--- src/rtl/clk_util_pkg.sv ---
// clk_util_pkg
//   Shared definitions for the clock-utility blocks (dividers, period_meter).
//   - meter_state_e       : period_meter FSM state encoding
//   - DEFAULT_COUNT_WIDTH : default counter / measurement width
//   - DEFAULT_MAX_COUNT   : default longest period, 2 s at 12 MHz
package clk_util_pkg;

  typedef enum logic {
    IDLE    = 1'b0,
    MEASURE = 1'b1
  } meter_state_e;

  localparam int unsigned DEFAULT_COUNT_WIDTH = 25;
  localparam int unsigned DEFAULT_MAX_COUNT   = 24_000_000;

endpackage : clk_util_pkg

--- src/rtl/sync_edge_detect.sv ---
// sync_edge_detect
//   Brings an asynchronous level into the clk domain through a two-flop
//   synchroniser (s1, s2), then compares it with a history flop (s3)
//   to produce single-cycle edge strobes.
// Ports:
//   clk     in  system clock, rising edge
//   rst_n   in  asynchronous active-low reset, clears the whole chain
//   sig_i   in  asynchronous input level
//   rise_o  out one-cycle strobe on a synchronised 0->1 transition
//   fall_o  out one-cycle strobe on a synchronised 1->0 transition
module sync_edge_detect (
  input  logic clk,
  input  logic rst_n,
  input  logic sig_i,
  output logic rise_o,
  output logic fall_o
);

  logic s1_q, s2_q, s3_q;

  // NOTE: sequential state uses non-blocking assignments so every flop
  // samples the pre-edge value of its neighbour; blocking here would
  // collapse the chain into a single flop.
  always_ff @(posedge clk or negedge rst_n) begin
    if (!rst_n) begin
      s1_q <= 1'b0;
      s2_q <= 1'b0;
      s3_q <= 1'b0;
    end else begin
      s1_q <= sig_i;
      s2_q <= s1_q;
      s3_q <= s2_q;
    end
  end

  // s1 may be metastable, so only s2 and s3 feed logic.
  assign rise_o = s2_q & ~s3_q;
  assign fall_o = ~s2_q & s3_q;

endmodule : sync_edge_detect

--- src/rtl/period_meter.sv ---
// period_meter
//   Measures a slow free-running square wave in system clock cycles.
//   Each full input cycle (rising edge to rising edge) yields the period
//   and the high time, with a one-cycle valid strobe. If no rising edge
//   arrives within MAX_COUNT cycles a timeout strobe fires and the meter
//   re-arms on the next rising edge.
// Parameters:
//   COUNT_WIDTH  width of the cycle counter and measurement outputs
//   MAX_COUNT    longest accepted period; 2 <= MAX_COUNT < 2**COUNT_WIDTH
// Ports:
//   clk        in  system clock, rising edge
//   rst_n      in  asynchronous active-low reset
//   sig_in     in  measured signal, asynchronous to clk
//   period     out cycles between the last two detected rising edges
//   high_time  out cycles from that rising edge to the following falling edge
//   valid      out one-cycle strobe, period/high_time updated
//   timeout    out one-cycle strobe, no rising edge within MAX_COUNT cycles
//   locked     out level, a valid measurement since reset or last timeout
module period_meter
  import clk_util_pkg::*;
#(
  parameter int unsigned COUNT_WIDTH = DEFAULT_COUNT_WIDTH,
  parameter int unsigned MAX_COUNT   = DEFAULT_MAX_COUNT
) (
  input  logic                   clk,
  input  logic                   rst_n,
  input  logic                   sig_in,
  output logic [COUNT_WIDTH-1:0] period,
  output logic [COUNT_WIDTH-1:0] high_time,
  output logic                   valid,
  output logic                   timeout,
  output logic                   locked
);

  localparam logic [COUNT_WIDTH-1:0] CNT_MAX = COUNT_WIDTH'(MAX_COUNT);
  localparam logic [COUNT_WIDTH-1:0] CNT_ONE = COUNT_WIDTH'(1);

  logic rise, fall;

  sync_edge_detect u_sync (
    .clk    (clk),
    .rst_n  (rst_n),
    .sig_i  (sig_in),
    .rise_o (rise),
    .fall_o (fall)
  );

  meter_state_e           state_q, state_d;
  logic [COUNT_WIDTH-1:0] cnt_q, cnt_d;
  logic [COUNT_WIDTH-1:0] hi_cap_q, hi_cap_d;
  logic [COUNT_WIDTH-1:0] period_q, period_d;
  logic [COUNT_WIDTH-1:0] high_time_q, high_time_d;
  logic                   valid_q, valid_d;
  logic                   timeout_q, timeout_d;
  logic                   locked_q, locked_d;

  // NOTE: every signal driven here gets a default before the case so no
  // path leaves it unassigned; a missed path would infer a latch.
  always_comb begin
    state_d     = state_q;
    cnt_d       = cnt_q;
    hi_cap_d    = hi_cap_q;
    period_d    = period_q;
    high_time_d = high_time_q;
    valid_d     = 1'b0;
    timeout_d   = 1'b0;
    locked_d    = locked_q;

    unique case (state_q)
      IDLE: begin
        // Waiting for the first rising edge; falls carry no meaning yet.
        cnt_d = '0;
        if (rise) begin
          state_d = MEASURE;
          cnt_d   = CNT_ONE;
        end
      end

      MEASURE: begin
        // cnt already counts the edge cycle as 1, so a falling edge seen
        // now gives the high time directly.
        if (fall) begin
          hi_cap_d = cnt_q;
        end

        // A rise on the MAX_COUNT cycle is still a valid full period, so
        // it is tested before the timeout.
        if (rise) begin
          period_d    = cnt_q;
          high_time_d = hi_cap_q;
          valid_d     = 1'b1;
          locked_d    = 1'b1;
          cnt_d       = CNT_ONE;
        end else if (cnt_q == CNT_MAX) begin
          timeout_d = 1'b1;
          locked_d  = 1'b0;
          state_d   = IDLE;
          cnt_d     = '0;
        end else begin
          cnt_d = cnt_q + CNT_ONE;
        end
      end

      default: begin
        state_d = IDLE;
        cnt_d   = '0;
      end
    endcase
  end

  always_ff @(posedge clk or negedge rst_n) begin
    if (!rst_n) begin
      state_q     <= IDLE;
      cnt_q       <= '0;
      hi_cap_q    <= '0;
      period_q    <= '0;
      high_time_q <= '0;
      valid_q     <= 1'b0;
      timeout_q   <= 1'b0;
      locked_q    <= 1'b0;
    end else begin
      state_q     <= state_d;
      cnt_q       <= cnt_d;
      hi_cap_q    <= hi_cap_d;
      period_q    <= period_d;
      high_time_q <= high_time_d;
      valid_q     <= valid_d;
      timeout_q   <= timeout_d;
      locked_q    <= locked_d;
    end
  end

  assign period    = period_q;
  assign high_time = high_time_q;
  assign valid     = valid_q;
  assign timeout   = timeout_q;
  assign locked    = locked_q;

endmodule : period_meter

--- config.mk ---
export PLATFORM = sky130hd
export DESIGN_NAME = period_meter
export DESIGN_NICKNAME = d
export VERILOG_FILES = /design/src/rtl/clk_util_pkg.sv /design/src/rtl/sync_edge_detect.sv /design/src/rtl/period_meter.sv
export SDC_FILE = /design/constraint.sdc
export NUM_CORES = 1
export LEC_CHECK = 0
export ABC_AREA = 1
export ABC_CLOCK_PERIOD_IN_PS = 2050
export BUFFER_PORTS_ARGS = -buffer_cell sky130_fd_sc_hd__buf_2
export CAP_MARGIN = 20
export CORE_AREA = 2 2 98 100
export CTS_BUF_LIST = sky130_fd_sc_hd__clkbuf_4 sky130_fd_sc_hd__clkbuf_8 sky130_fd_sc_hd__clkbuf_16
export DETAILED_ROUTE_END_ITERATION = 16
export DIE_AREA = 0 0 100 102
export GPL_ROUTABILITY_DRIVEN = 0
export PLACE_DENSITY = 0.74
export SYNTH_ARGS = -nofsm -noshare
export SYNTH_HDL_FRONTEND = slang
export SYNTH_HIERARCHICAL = 1
export SYNTH_SLANG_ARGS = --single-unit
--- constraint.sdc ---
create_clock -name clk -period 2.05 [get_ports clk]
set_input_delay 0.1025 -clock clk [delete_from_list [all_inputs] [get_ports clk]]
set_output_delay 0.1025 -clock clk [all_outputs]
set_load 0.005 [all_outputs]
==> flow_metrics.env, run 1 <==
export IMPL_outcome="finished, final reports clean"
export IMPL_syn_nets=515
export IMPL_yosysWarnings=6
export IMPL_final_nets=573
export IMPL_firstDrtPassIters=5
export IMPL_ant_nets=0
export IMPL_clk_pin_slew_worst_paths_ns=0.10
export IMPL_clk_latency_ns=0.36
export IMPL_synth_edf_count=0
export IMPL_yosysSeqAreaShare_pct=59.8
export IMPL_fp_row_count=35
export IMPL_irDropWorstVdd_mv=0.299
export IMPL_routed_wl_um=9010
export IMPL_end_kind="flop"
export IMPL_layout_drive_gt1_share_pct=17.8
export IMPL_netlist_area_leader_share_pct=59.8
export IMPL_period_share_pct=82.5
export IMPL_p_seq_share_pct=59.4
export IMPL_fmax_mhz=591
export IMPL_clkSinkCount=107
export IMPL_slowest_stage="dfrtp_1"
export IMPL_crit_path_cell_trace="inv_1 -> ha_1 -> nand2_1 -> inv_1 -> nand2_1 -> nor2_1 -> nand3_2 -> nand2_2 -> inv_2 -> nand2_1 -> nor2_2"
export IMPL_drc_errors=0
export IMPL_cts_buffers=9
export IMPL_drt_initial_drc_count=185
export IMPL_slew_limit_headroom_pct=60.8
export IMPL_grt_overflow_total=0
export IMPL_avgRoutedWirePerCell_um=13.2
export IMPL_min_path_type="input port to async pin"
export IMPL_top_usage_layer="met2"
export IMPL_use_met2_pct=30.0
export IMPL_start_util_pct=49.2
export IMPL_grtUsageMet3_pct=3.08
export IMPL_critical_path_class="flop to flop"
export IMPL_grt_setup_unrepaired="no"
export IMPL_path_delay_family="simple AND/OR/NAND/NOR gates"
export IMPL_crit_arrival_ns=1.95
export IMPL_p_clk_share_pct=30.2
export IMPL_worstPathMaxFanout=9
export IMPL_grt_pass1_vias=3223
export IMPL_critPathLaunchType="flop"
export IMPL_post_synth_top_count_cell="nand2_1"
export IMPL_cts_hold_buf=2
export IMPL_yosys_top_cells_area="dfrtp_1 60%, nand2_1 15%, o21ai_0 6.0%"
export IMPL_hold_viol=0
export IMPL_cts_buffer_depth=2
export IMPL_dieArea_mm2=0.0102
export IMPL_cpMostUsedCell="nand2_1"
export IMPL_antenna_found_initial=0
export IMPL_dpl_cell_area_mm2=0.00489
export IMPL_post_cts_resized=0
export IMPL_syn_area_mm2=0.00448
export IMPL_synthCells=510
export IMPL_power_switching_share_pct=27.0
export IMPL_cts_max_level=3
export IMPL_via_per_inst=5.01
export IMPL_die_h_um=102
export IMPL_port_buffers=55
export IMPL_die_x_um=100
export IMPL_gr_usage_met1_pct=26.9
export IMPL_fp_coreArea_mm2=0.00911
export IMPL_required_ns=2.31
export IMPL_setup_viol=0
export IMPL_setup_tns_ns=0
export IMPL_dr_total_vias=3426
export IMPL_max_slew_worst_pin_slew_ns=0.588
export IMPL_p_int_mw=2.85
export IMPL_ios=56
export IMPL_fillers=834
export IMPL_maxCapViolations=0
export IMPL_async_reset_ff_share_pct=100
export IMPL_comb_power_share_pct=10.4
export IMPL_power_leakage_nw=2.70
export IMPL_yosys_most_used_dff="dfrtp_1"
export IMPL_power_density_mw_per_mm2=767
export IMPL_clockRootBuffer="clkbuf_8"
export IMPL_switchingPower_mw=1.05
export IMPL_grt_max_degree=76
export IMPL_dp_hpwl_um=6430
export IMPL_cts_tree="yes"
export IMPL_grt_first_pass_wirelength_um=15400
export IMPL_synth_cell_types=25
export IMPL_post_route_min_period_ns=1.69
export IMPL_crit_path_max_incr_delay_ns=0.42
export IMPL_grt_usage_pct=19.0
export IMPL_synth_common_cells="177 x nand2_1, 107 x dfrtp_1, 54 x o21ai_0, 53 x nor2_1, 42 x inv_1"
export IMPL_ys_ff_latch=107
export IMPL_synth_top_cell_by_area="dfrtp_1"
export IMPL_fin_area_mm2=0.00509
export IMPL_cp_num_buf_inv=3
export IMPL_skew_ns=0.00970
export IMPL_slew_viol_final=0
export IMPL_final_util_pct=55.9
export IMPL_area_growth_pct=13.8
export IMPL_syn_avg_cell_area_um2=8.78
export IMPL_cts_setup_buffers=0
export IMPL_num_antenna_cells=0
==> logic make-up (layout without fill, tap and decap cells) <==
group                      count (synthesis)  count (layout)  synth area share (%)
xor gates and xnor gates                   8               8                  1.56
adders and majority gates                  2               2                 0.559
DFF                                      107             107                  59.8
buffers and inverters                     63             126                  5.67
and+or+nand+nor                          269             269                  25.5
AOI/OAI and AO/OA                         61              61                  6.87
==> power by group through the flow <==
stage	Sequential, mW	Clock, mW	Combinational (mW)
final	2.32	1.18	0.405
after CTS	2.32	1.22	0.413
after detailed placement	2.37	0	0.407
after global placement	2.36	0	0.398
after floorplan	2.36	0	0.235
after global routing	2.34	1.29	0.470
==> area by class of cell <==
class                      instances  area (µm²)  area share (%)
inverter                          46         173            3.39
multi-input combinational        340        1550            30.4
sequential                       107        2680            52.6
clock inverter                     6        50.0           0.982
timing repair buffer              64         375            7.37
clock buffer                      10         131            2.58
tap                              111         139            2.73
==> worst paths after layout <==
kind	slack, ns	start	cells after the start	end
max in group asynchronous	1.14	rst_n	3	period[7]$_DFFE_PN0P_
min in group clk	0.36	u_sync/s1_q$_DFF_PN0_	0	u_sync/s2_q$_DFF_PN0_
worst min register to register	0.36	u_sync/s1_q$_DFF_PN0_	0	u_sync/s2_q$_DFF_PN0_
worst min-delay path	0.27	rst_n	2	high_time[23]$_DFFE_PN0P_
worst max register to register	0.36	cnt_q[0]$_DFF_PN0_	11	cnt_q[19]$_DFF_PN0_
worst max-delay path	0.36	cnt_q[0]$_DFF_PN0_	11	cnt_q[19]$_DFF_PN0_
==> cell usage in the layout, fill, tap and decap left out, drive strengths merged <==
cell type,instances
a21oi,5
a31oi,1
and3,1
buf,62
clkbuf,10
clkinv,4
clkinvlp,1
dfrtp,107
dlygate4sd3,2
ha,2
inv,47
nand2,184
nand3,13
nand4,2
nor2,64
nor3,5
o21ai,54
o22ai,1
xor2,8
==> worst register-to-register path, delay by kind of cell, from the launching register on <==
kind	cells	cell delay, ns
AND/OR/NAND/NOR	7	0.67
flip-flops	1	0.42
buffers and inverters	3	0.33
adder cells (fa/ha/maj)	1	0.17
==> layer usage <==
metal | up-vias | routed length (µm)
met5 | - | 0
met3 | 15 | 365
met4 | 0 | 169
met2 | 87 | 4270
met1 | 1627 | 4200
li1 | 1697 | -
==> per-stage QoR <==
step	cells	setup WS, ns	hold slack (ns)	power, mW
floorplan	510	0.631	-0.193	2.59
global placement	666	0.437	0.148	2.76
detailed placement	666	0.371	0.149	2.77
CTS	684	0.353	0.291	3.95
global route	684	0.142	0.318	4.10
finish	684	0.359	0.273	3.91
==> state kept, by name, indices dropped and copies added, names as in the netlist <==
| signal | flops |
|---|---|
| high_time | 25 |
| cnt_q | 25 |
| hi_cap_q | 25 |
| valid | 1 |
| period | 25 |
| u_sync/s3_q | 1 |
| u_sync/s1_q | 1 |
| locked | 1 |
| state_q | 1 |
| timeout | 1 |
| u_sync/s2_q | 1 |
No activity file was read; power rests on OpenSTA's default activity.
==> run 2, diff against run 1 <==
- ABC_CLOCK_PERIOD_IN_PS: 2050 -> 1600
- clock period: 2.05 -> 1.6 ns (I/O delays scaled with it)
==> run 2 against run 1 <==
Effect of this change: die area stayed put; clock power is 43% higher; first-iteration DRC count is 5.9% lower; worst hold slack worse by 0.11 ns; final cell count is 1.0% higher; critical path type unchanged; critical endpoint is now cnt_q[12]$_DFF_PN0_.
==> flow_metrics.env, run 2 (same netlist as run 1, synthesis figures left out) <==
export IMPL_firstDrtPassIters=5
export IMPL_antenna_found_initial=0
export IMPL_via_per_inst=4.95
export IMPL_worstPathMaxFanout=6
export IMPL_clkSinkCount=107
export IMPL_final_nets=580
export IMPL_fp_coreArea_mm2=0.00911
export IMPL_required_ns=1.85
export IMPL_dp_hpwl_um=6750
export IMPL_cts_buffer_depth=2
export IMPL_start_util_pct=49.2
export IMPL_ant_nets=0
export IMPL_setup_viol=0
export IMPL_power_leakage_nw=2.76
export IMPL_maxCapViolations=0
export IMPL_drc_errors=0
export IMPL_critPathLaunchType="flop"
export IMPL_hold_viol=0
export IMPL_clk_latency_ns=0.37
export IMPL_clk_pin_slew_worst_paths_ns=0.10
export IMPL_cts_buffers=9
export IMPL_grt_usage_pct=19.9
export IMPL_cts_max_level=3
export IMPL_die_h_um=102
export IMPL_min_path_type="input port to async pin"
export IMPL_cts_tree="yes"
export IMPL_irDropWorstVdd_mv=0.480
export IMPL_fp_row_count=35
export IMPL_drt_initial_drc_count=174
export IMPL_skew_ns=0.0112
export IMPL_final_cell_mix="173 x nand2_1, 107 x dfrtp_1, 54 x o21ai_0, 54 x buf_2, 53 x nor2_1"
export IMPL_end_kind="flop"
export IMPL_clockRootBuffer="clkbuf_8"
export IMPL_post_route_min_period_ns=1.53
export IMPL_grt_first_pass_wirelength_um=16000
export IMPL_fin_area_mm2=0.00525
export IMPL_area_growth_pct=17.2
export IMPL_slew_limit_headroom_pct=76.0
export IMPL_num_antenna_cells=0
export IMPL_power_density_mw_per_mm2=1010
export IMPL_dieArea_mm2=0.0102
export IMPL_ios=56
export IMPL_crit_arrival_ns=1.78
export IMPL_max_slew_worst_pin_slew_ns=0.360
export IMPL_die_x_um=100
export IMPL_dp_slack_ns=0.0695
export IMPL_outcome="finished, final reports clean"
export IMPL_routed_wl_um=9590
export IMPL_setup_ws_ns=0.0747
export IMPL_fmax_mhz=656
export IMPL_dr_total_vias=3418
export IMPL_setup_tns_ns=0
export IMPL_critical_path_class="flop to flop"
export IMPL_avgRoutedWirePerCell_um=13.9
export IMPL_final_util_pct=57.6
export IMPL_slew_viol_final=0
export IMPL_grt_max_degree=76
export IMPL_grt_overflow_total=0
export IMPL_period_share_pct=95.3
export IMPL_port_buffers=55
export IMPL_layout_drive_gt1_share_pct=20.0
export IMPL_dpl_cell_area_mm2=0.00493
export IMPL_grt_pass1_vias=3269
export IMPL_final_common_cell="nand2_1"
[run 2: routing by layer]
| metal | routed length, µm | GRT usage (%) |
|---|---|---|
| met1 | 4460 | 28.3 |
| met2 | 4620 | 31.4 |
| met3 | 368 | 3.15 |
| met4 | 148 | 6.95 |
| met5 | 0 | 0 |
[run 2: final timing paths]
check | slack [ns] | cells after the start | end | startpoint
worst min register to register | 0.36 | 0 | u_sync/s2_q$_DFF_PN0_ | u_sync/s1_q$_DFF_PN0_
worst max-delay path | 0.07 | 10 | cnt_q[12]$_DFF_PN0_ | cnt_q[1]$_DFF_PN0_
min in group clk | 0.36 | 2 | u_sync/s1_q$_DFF_PN0_ | sig_in
worst min-delay path | 0.16 | 2 | high_time[15]$_DFFE_PN0P_ | rst_n
max in group asynchronous | 0.88 | 3 | cnt_q[4]$_DFF_PN0_ | rst_n
worst max register to register | 0.07 | 10 | cnt_q[12]$_DFF_PN0_ | cnt_q[1]$_DFF_PN0_
[run 2: power breakdown]
part           internal, mW  total, mW  switching, mW
logic                 0.249      0.614          0.364
registers              2.86       2.98          0.122
clock network         0.790       1.69          0.902
total                  3.90       5.29           1.39
[run 2: timing repair]
item	in CTS	in global routing
hold buffers	2	0
endpoints found under the hold margin	106	0
setup buffers	0	5
setup endpoints to repair	0	22
resized for setup	0	16
[run 2: critical path, stage by stage (launching register included)]
cell and delay [ns]:
dfrtp_1 0.42, inv_2 0.10, ha_4 0.13, nand2_1 0.05, inv_1 0.06, nand2_1 0.05, nor2_1 0.11, nand3_2 0.16
nand2_4 0.15, buf_6 0.13, nor2_1 0.05
[run 2: area by class of cell]
type                       instances  area [µm²]
inverter                          46         178
sequential                       107        2680
clock buffer                      11         145
fill                             797        3860
multi-input combinational        340        1590
clock inverter                     5        60.1
timing repair buffer              71         464
tap                              111         139
[run 2: per-stage QoR]
step | hold slack, ns | std cells | power [mW]
floorplan | -0.216 | 510 | 3.32
global placement | 0.0203 | 668 | 3.55
detailed placement | 0.0199 | 668 | 3.58
CTS | 0.164 | 686 | 5.24
global route | 0.182 | 691 | 5.51
finish | 0.165 | 691 | 5.29
